$ cat config.mk
export PLATFORM = sky130hd
export DESIGN_NAME = prio_encoder_rr
export DESIGN_NICKNAME = d
export VERILOG_FILES = /design/src/rtl/prio_encoder_rr_pkg.sv /design/src/rtl/prio_encoder_rr_find_first.sv /design/src/rtl/prio_encoder_rr.sv
export SDC_FILE = /design/constraint.sdc
export NUM_CORES = 1
export LEC_CHECK = 0
export CORE_UTILIZATION = 42
export CTS_CLUSTER_SIZE = 28
export DETAILED_ROUTE_END_ITERATION = 8
export DONT_BUFFER_PORTS = 1
export PLACE_DENSITY_LB_ADDON = 0.1
export SLEW_MARGIN = 20
export SYNTH_ARGS = -nofsm -noshare
export SYNTH_HDL_FRONTEND = slang
export SYNTH_HIERARCHICAL = 1
export SYNTH_SLANG_ARGS = --single-unit
$ cat constraint.sdc
create_clock -name clk -period 2.9 [get_ports clk]
set_input_delay 0.29 -clock clk [delete_from_list [all_inputs] [get_ports clk]]
set_output_delay 0.29 -clock clk [all_outputs]
set_load 0.005 [all_outputs]
$ cat src/rtl/prio_encoder_rr_pkg.sv
// prio_encoder_rr_pkg: shared mode encoding and statistics counter width
package prio_encoder_rr_pkg;
  typedef enum logic {
    MODE_FIXED = 1'b0,
    MODE_RR    = 1'b1
  } mode_e;
  localparam int STATS_W = 16;
endpackage

$ cat src/rtl/prio_encoder_rr_find_first.sv
// prio_find_first: first set bit at or above a base index, wrapping to the lowest set bit
module prio_find_first #(
  parameter int N = 8,
  localparam int IDX_W = $clog2(N)
) (
  input  logic [N-1:0]     i_vec,
  input  logic [IDX_W-1:0] i_base,
  output logic [IDX_W-1:0] o_idx,
  output logic [N-1:0]     o_onehot,
  output logic             o_found
);
  logic [IDX_W-1:0] w_hi_idx, w_lo_idx;
  logic             w_hi_found, w_lo_found;
  // Two-pass search: lowest set bit at/above base, and lowest set bit overall as the wrap fallback
  always_comb begin
    w_hi_idx   = '0;
    w_lo_idx   = '0;
    w_hi_found = 1'b0;
    w_lo_found = 1'b0;
    for (int i = N - 1; i >= 0; i--) begin
      if (i_vec[i]) begin
        w_lo_idx   = IDX_W'(i);
        w_lo_found = 1'b1;
      end
      if (i_vec[i] && i >= int'(i_base)) begin
        w_hi_idx   = IDX_W'(i);
        w_hi_found = 1'b1;
      end
    end
  end
  assign o_found  = w_lo_found;
  assign o_idx    = w_hi_found ? w_hi_idx : w_lo_idx;
  assign o_onehot = w_lo_found ? (N'(1) << o_idx) : '0;
endmodule

$ cat src/rtl/prio_encoder_rr.sv
// prio_encoder_rr: fixed/round-robin priority encoder with valid/ready handshake; PRIO_ENCODER_RR_STATS_EN adds a grant counter
module prio_encoder_rr
  import prio_encoder_rr_pkg::*;
#(
  parameter int N = 8,
  localparam int IDX_W = $clog2(N)
) (
  input  logic               clk,
  input  logic               rst,
  input  logic               in_valid,
  output logic               in_ready,
  input  logic [N-1:0]       d,
  input  logic               mode,
  output logic               out_valid,
  input  logic               out_ready,
  output logic [IDX_W-1:0]   y,
  output logic [N-1:0]       grant,
  output logic               none,
`ifdef PRIO_ENCODER_RR_STATS_EN
  output logic               multi,
  output logic [STATS_W-1:0] grant_cnt,
  input  logic               cnt_clr
`else
  output logic               multi
`endif
);
  logic [IDX_W-1:0] r_ptr, r_y, w_idx, w_base;
  logic [N-1:0]     r_grant, w_onehot;
  logic             r_out_valid, r_none, r_multi;
  logic             w_found, w_accept, w_multi, w_rr;

  assign in_ready = !r_out_valid || out_ready;
  assign w_accept = in_valid && in_ready;
  assign w_rr     = mode == MODE_RR;
  assign w_base   = w_rr ? r_ptr : '0;
  assign w_multi  = |(d & (d - N'(1)));

  prio_find_first #(.N(N)) u_find (
    .i_vec    (d),
    .i_base   (w_base),
    .o_idx    (w_idx),
    .o_onehot (w_onehot),
    .o_found  (w_found)
  );

  // Single-entry output register: load on accept, drain on consumer handshake, advance RR pointer past a grant
  always_ff @(posedge clk) begin
    if (rst) begin
      r_out_valid <= 1'b0;
      r_y         <= '0;
      r_grant     <= '0;
      r_none      <= 1'b0;
      r_multi     <= 1'b0;
      r_ptr       <= '0;
    end else if (w_accept) begin
      r_out_valid <= 1'b1;
      r_y         <= w_idx;
      r_grant     <= w_onehot;
      r_none      <= !w_found;
      r_multi     <= w_multi;
      if (w_rr && w_found) r_ptr <= (w_idx == IDX_W'(N - 1)) ? '0 : w_idx + 1'b1;
    end else if (out_ready) begin
      r_out_valid <= 1'b0;
    end
  end

  assign out_valid = r_out_valid;
  assign y         = r_y;
  assign grant     = r_grant;
  assign none      = r_none;
  assign multi     = r_multi;

`ifdef PRIO_ENCODER_RR_STATS_EN
  logic [STATS_W-1:0] r_cnt;
  // Saturating count of nonzero accepts; clear wins over increment
  always_ff @(posedge clk) begin
    if (rst || cnt_clr) r_cnt <= '0;
    else if (w_accept && w_found && r_cnt != '1) r_cnt <= r_cnt + 1'b1;
  end
  assign grant_cnt = r_cnt;
`endif
endmodule

---- Yosys cells after proc, flatten, opt, wreduce, memory -nomap -nowiden ----
Cells that the tools add are included.
word-level totals
  register bits ........................... 17
  input bits .............................. 13
  output and inout port bits .............. 15
  logic and storage cells ................. 69
cells by class
  add/subtract/negate cells ............... 2
  order comparisons ....................... 7
  equality and inequality tests ........... 1
  shifts and indexed selects .............. 1
  mux-type cells .......................... 36
  bitwise logic cells ..................... 1
  reduce and logical (&&, ||, !) cells .... 15
operators with widths
  operator                                                                             count
  3-bit 2-to-1 mux                                                                     18
  1-bit 2-to-1 mux                                                                     17
  3-bit greater-or-equal comparator (first input constant)                             3
  1-bit logical AND                                                                    9
  8-bit AND                                                                            1
  8-bit 2-to-1 mux                                                                     1
  8-bit OR reduction                                                                   1
  1-bit by 3-bit << shifter with 8-bit output (first input constant)                   1
  8-bit by 1-bit subtractor with 8-bit output (second input constant)                  1
  1-bit by 3-bit greater-or-equal comparator with 1-bit output (first input constant)  2
  2-bit by 3-bit greater-or-equal comparator with 1-bit output (first input constant)  2
  3-bit by 1-bit adder with 3-bit output (second input constant)                       1
  3-bit == test (second input constant)                                                1
  1-bit zero test                                                                      2
  2-bit AND reduction                                                                  1
  2-bit nonzero test                                                                   1
  1-bit logical OR                                                                     1

---- Depth between registers and ports, before layout ----
  depth in word-level cells ............... 13
  gate-level depth with buffers ........... 11
  gate-level depth less buffers ........... 10

---- Cells and area by module ----
The synthesis kept the hierarchy.
modules (own cells, without submodules)
  module           times used  cells an instance  area an instance (um^2)  sequential area each (um^2)
  prio_encoder_rr  1           86                 706.9                    340.3
  prio_find_first  1           56                 350.3                    0.0

---- Worst setup path after synthesis ----
Ideal clock, no wire load.
  kind .................................... register to register
  from .................................... reg r_ptr[2]
  to ...................................... reg r_ptr[0]
  library setup time ...................... 0.070 ns
  arrival time ............................ 2.164 ns
  required time ........................... 2.830 ns
  path slack .............................. 0.666 ns
  stages on the path, launching flop included .. 12
  path buffers ............................ 1
  period minus slack after synthesis ...... 2.234 ns
  cells stage by stage .................... dfxtp_1 > and2_1 > buf_4 > nand3b_1 > a221oi_2 > nand3_2 > nand2_1 > o32ai_4 > ha_1 > ha_1 > or3_1 > a21oi_1
between the ends
  cells in the longest elaborated chain, start to end .. 13
  elaborated cells between the ends (all ways) .. 33
  those cells by class .................... 1 x add/sub; 7 x order compare; 1 x eq/ne; 17 x mux; 7 x reduce/logical
ends and longest elaborated chain
  item                                                                     RTL line                          text
  start, declared                                                          prio_encoder_rr.sv:27             logic [IDX_W-1:0] r_ptr, r_y, w_idx, w_base;
  start signal, assigned                                                   prio_encoder_rr.sv:61             if (w_rr && w_found) r_ptr <= (w_idx == IDX_W'(N - 1)) ? '0 : w_idx + 1'b1;
  3-bit 2-to-1 mux (*)                                                     prio_encoder_rr.sv:35             assign w_base = w_rr ? r_ptr : '0;
  named net w_base[2]                                                      prio_encoder_rr.sv:27
  3-bit greater-or-equal comparator                                        prio_encoder_rr_find_first.sv:25  if (i_vec[i] && i >= int'(i_base)) begin
  1-bit logical AND                                                        prio_encoder_rr_find_first.sv:25
  3-bit 2-to-1 mux or 1-bit 2-to-1 mux (tied branches) (7 in series)       prio_encoder_rr_find_first.sv:25
  3-bit 2-to-1 mux (*)                                                     prio_encoder_rr_find_first.sv:32  assign o_idx = w_hi_found ? w_hi_idx : w_lo_idx;
  named net w_idx[0]                                                       prio_encoder_rr.sv:27
  3-bit by 1-bit adder with 3-bit output or 3-bit == test (tied branches)  prio_encoder_rr.sv:61
  3-bit 2-to-1 mux (*)                                                     prio_encoder_rr.sv:61
Mark *: on every way through the listed nets, which the timed path passes. The rest lies on a longest branch.
A chain may end at the register's enable or synchronous reset.

---- Worst setup path in the final report ----
Same ends and word-level chain as after synthesis.

==> flow_metrics.env <==
export IMPL_status="finished, final reports clean"
export IMPL_grt_start_max_net_pins=18
export IMPL_place_detailed_instances=164
export IMPL_port_buffer_count=0
export IMPL_clock_root_buffer="sky130_fd_sc_hd__clkbuf_4"
export IMPL_endpoint_of_the_lowest_slack_register_to_register_path="r_ptr[0]$_SDFFE_PP0P_"
export IMPL_total_power_mw=0.458
export IMPL_post_dp_hpwl_um=1700
export IMPL_slew_headroom_pct=66.9
export IMPL_netlist_top_cells_area="sky130_fd_sc_hd__dfxtp_1, sky130_fd_sc_hd__nand2_1, sky130_fd_sc_hd__a21oi_1, sky130_fd_sc_hd__nor2_1, sky130_fd_sc_hd__and2_1"
export IMPL_cp_start_kind="register"
export IMPL_final_setup_viol_count=0
export IMPL_fin_hold_ws_ps=52.6
export IMPL_synthMostInstantiatedCell="sky130_fd_sc_hd__nand2_1"
export IMPL_drt_initial_drc_count=42
export IMPL_pre_cts_slack_ps=443
export IMPL_final_layout_size_suffix_gt1_share_pct=8.57
export IMPL_synth_largest_area_cell="sky130_fd_sc_hd__dfxtp_1"
export IMPL_whs_endpoint="out_valid$_SDFFE_PP0P_"
export IMPL_pin_count=28
export IMPL_setup_reg_to_reg_worst_slack_ps=390
export IMPL_top_area_cell_type_share_of_the_netlist_area_pct=32.2
export IMPL_ys_ff_latch=17
export IMPL_synth_common_cells="sky130_fd_sc_hd__nand2_1, sky130_fd_sc_hd__a21oi_1, sky130_fd_sc_hd__dfxtp_1"
export IMPL_cts_htree_levels=1
export IMPL_timing_setup_critical_path_class="register to register"
export IMPL_grt_overflow=0
export IMPL_fmaxAchievable_mhz=399
export IMPL_power_density_cell_area_mw_per_mm2=419
export IMPL_die_area_mm2=0.00272
export IMPL_post_cts_resized_instances=0
export IMPL_min_delay_path_class="input port to register"
export IMPL_num_vias=987
export IMPL_rows=17
export IMPL_synth_area_per_cell_um2=7.45
export IMPL_timing_critical_path_required_ps=3130
export IMPL_critical_path_at_ps=2740
export IMPL_hold_violation_count_in_the_final_report=0
export IMPL_place_gp_congestion=0.920
export IMPL_instances_no_fill=168
export IMPL_num_cts_buffers=3
export IMPL_filler_cell_count=238
export IMPL_timing_hold_worst_start="rst"
export IMPL_route_detailed_wl_per_inst_um=13.8
export IMPL_ys_seq_area_share_pct=32.2
export IMPL_clkSinkCount=17
export IMPL_clock_skew_ps=6.92
export IMPL_detailedRoute_firstPassIterationCount=4
export IMPL_first_global_vias=919
export IMPL_clk_insertion_delay_late_ps=290
export IMPL_tritoncts="yes"
export IMPL_cts_post_setup_buffers_inserted=0
export IMPL_finalCriticalPeriod_ps=2510
export IMPL_gr_usage_all_layers_pct=19.0
export IMPL_wl_um=2320
export IMPL_fin_worst_setup_slack_ps=391
export IMPL_multi_input_comb_area_um2=674
export IMPL_crit_reg2reg_launch="r_ptr[2]$_SDFFE_PP0P_"
export IMPL_post_route_drc=0
export IMPL_routed_via_density=5.88
export IMPL_worstMarginPinSlew_ps=496
export IMPL_reg2reg_depth=10
export IMPL_syn_nets=157
export IMPL_antenna_diode_count=0
export IMPL_grt_first_pass_wirelength_um=3890
export IMPL_unrepaired_setup_endpoints_after_global_routing="false"
export IMPL_asyncSetResetFlopFracSynth_pct=0
export IMPL_cell_depth_of_the_worst_hold_path=1
export IMPL_leakage_nw=0.403
export IMPL_seq_area_um2=340
export IMPL_setup_tns_ps=0
export IMPL_chipHeight_um=52.2
export IMPL_final_period_utilization_pct=86.5
export IMPL_dominantRegCellSynth="sky130_fd_sc_hd__dfxtp_1"
export IMPL_nets=156
export IMPL_cts_hold_buffers=0
export IMPL_clock_tree_buffer_depth=2
export IMPL_floorplan_core_area_mm2=0.00230
export IMPL_critical_path_endpoint_type="register"
export IMPL_antenna_left=0
export IMPL_ys_warn_count=6
export IMPL_syn_cell_area_mm2=0.00106
export IMPL_worst_path_max_fanout=11
export IMPL_vdd_ir_drop_worst_mv=0.334
export IMPL_initial_utilization_pct=46.0
export IMPL_post_synth_inst_count=142
export IMPL_synth_enable_flop_cells=0
export IMPL_yosysUniqueCellTypes=39
export IMPL_horizontal_die_dimension_um=52.2
export IMPL_worst_setup_hold_path_clk_slew_ps=100
export IMPL_timing_max_transition_violations_final=0
export IMPL_area_growth_syn_to_layout_pct=3.31
export IMPL_antenna_violations_before_repair=0
export IMPL_cap_violations=0
-- placed cells by master (no fill, tap or decap), types with 2 or more instances in the layout --
cell type and count:
sky130_fd_sc_hd__a21o_1 2, sky130_fd_sc_hd__inv_1 4, sky130_fd_sc_hd__a21oi_1 19, sky130_fd_sc_hd__or3_1 2
sky130_fd_sc_hd__a211oi_1 3, sky130_fd_sc_hd__a22oi_1 2, sky130_fd_sc_hd__nand4_1 2, sky130_fd_sc_hd__nand2_1 31
sky130_fd_sc_hd__nor2b_1 5, sky130_fd_sc_hd__ha_1 2, sky130_fd_sc_hd__dfxtp_1 17, sky130_fd_sc_hd__clkbuf_4 3
sky130_fd_sc_hd__nor3_1 2, sky130_fd_sc_hd__nand2b_1 3, sky130_fd_sc_hd__nor2_1 15, sky130_fd_sc_hd__mux2i_1 2
sky130_fd_sc_hd__and2_1 5
-- worst max-delay path: stages, from the launching register on --
cell,delay (ps)
sky130_fd_sc_hd__dfxtp_1,340
sky130_fd_sc_hd__and2_1,280
sky130_fd_sc_hd__a2bb2oi_1,160
sky130_fd_sc_hd__a221oi_2,390
sky130_fd_sc_hd__nand3_2,150
sky130_fd_sc_hd__nand2_1,120
sky130_fd_sc_hd__o32ai_4,130
sky130_fd_sc_hd__ha_1,250
sky130_fd_sc_hd__ha_1,170
sky130_fd_sc_hd__or3_1,340
sky130_fd_sc_hd__a21oi_1,140
-- worst max path at each step --
stage,startpoint,endpoint,depth (start not counted)
final,r_ptr[2]$_SDFFE_PP0P_,r_ptr[0]$_SDFFE_PP0P_,10
after global routing,r_ptr[2]$_SDFFE_PP0P_,r_ptr[0]$_SDFFE_PP0P_,10
after CTS,r_ptr[2]$_SDFFE_PP0P_,r_ptr[0]$_SDFFE_PP0P_,10
after detailed placement,r_ptr[2]$_SDFFE_PP0P_,r_ptr[0]$_SDFFE_PP0P_,10
after global placement,r_ptr[2]$_SDFFE_PP0P_,r_ptr[0]$_SDFFE_PP0P_,10
after floorplan,r_ptr[2]$_SDFFE_PP0P_,r_ptr[0]$_SDFFE_PP0P_,11
-- kinds of logic after synthesis --
kind of cell	Yosys count	share of synthesized area [%]
buffers and inverters	10	4.02
AO/OA/AOI/OAI	39	26.9
flip-flops	17	32.2
AND/OR/NAND/NOR	72	32.7
adder cells (fa/ha/maj)	2	2.37
multiplexers	2	1.89
-- stage by stage --
| stage | cell area (um2) | util, % |
|---|---|---|
| final | 1090 | 47.5 |
| after global routing | 1090 | 47.5 |
| after CTS | 1090 | 47.5 |
| after detailed placement | 1060 | 46.4 |
| after global placement | 1060 | 46.4 |
| after floorplan | 1060 | - |
-- layout make-up --
class                   count  area share [%]
well taps                  28            3.21
clock buffers               3            2.06
flip-flops and latches     17            31.2
inverters                   4            1.37
clock inverters             1           0.458
multi-input cells         115            61.7
-- registers in the layout (all words and copies together), names as in the netlist --
register	count
r_ptr	3
none	1
out_valid	1
grant	8
multi	1
y	3
-- routing by layer --
layer	GRT usage, %	vias up	routed length [um]
li1	-	492	-
met4	3.07	0	12
met5	0	-	0
met2	29.7	40	1040
met1	26.1	453	1100
met3	5.80	2	168
-- power breakdown --
| part | switching (mW) | internal (mW) |
|---|---|---|
| Clock | 0.0737 | 0.0512 |
| Sequential | 0.00675 | 0.244 |
| Combinational | 0.0467 | 0.0356 |
| Total | 0.127 | 0.331 |
Note: power is estimated with default switching activity, not from simulation.
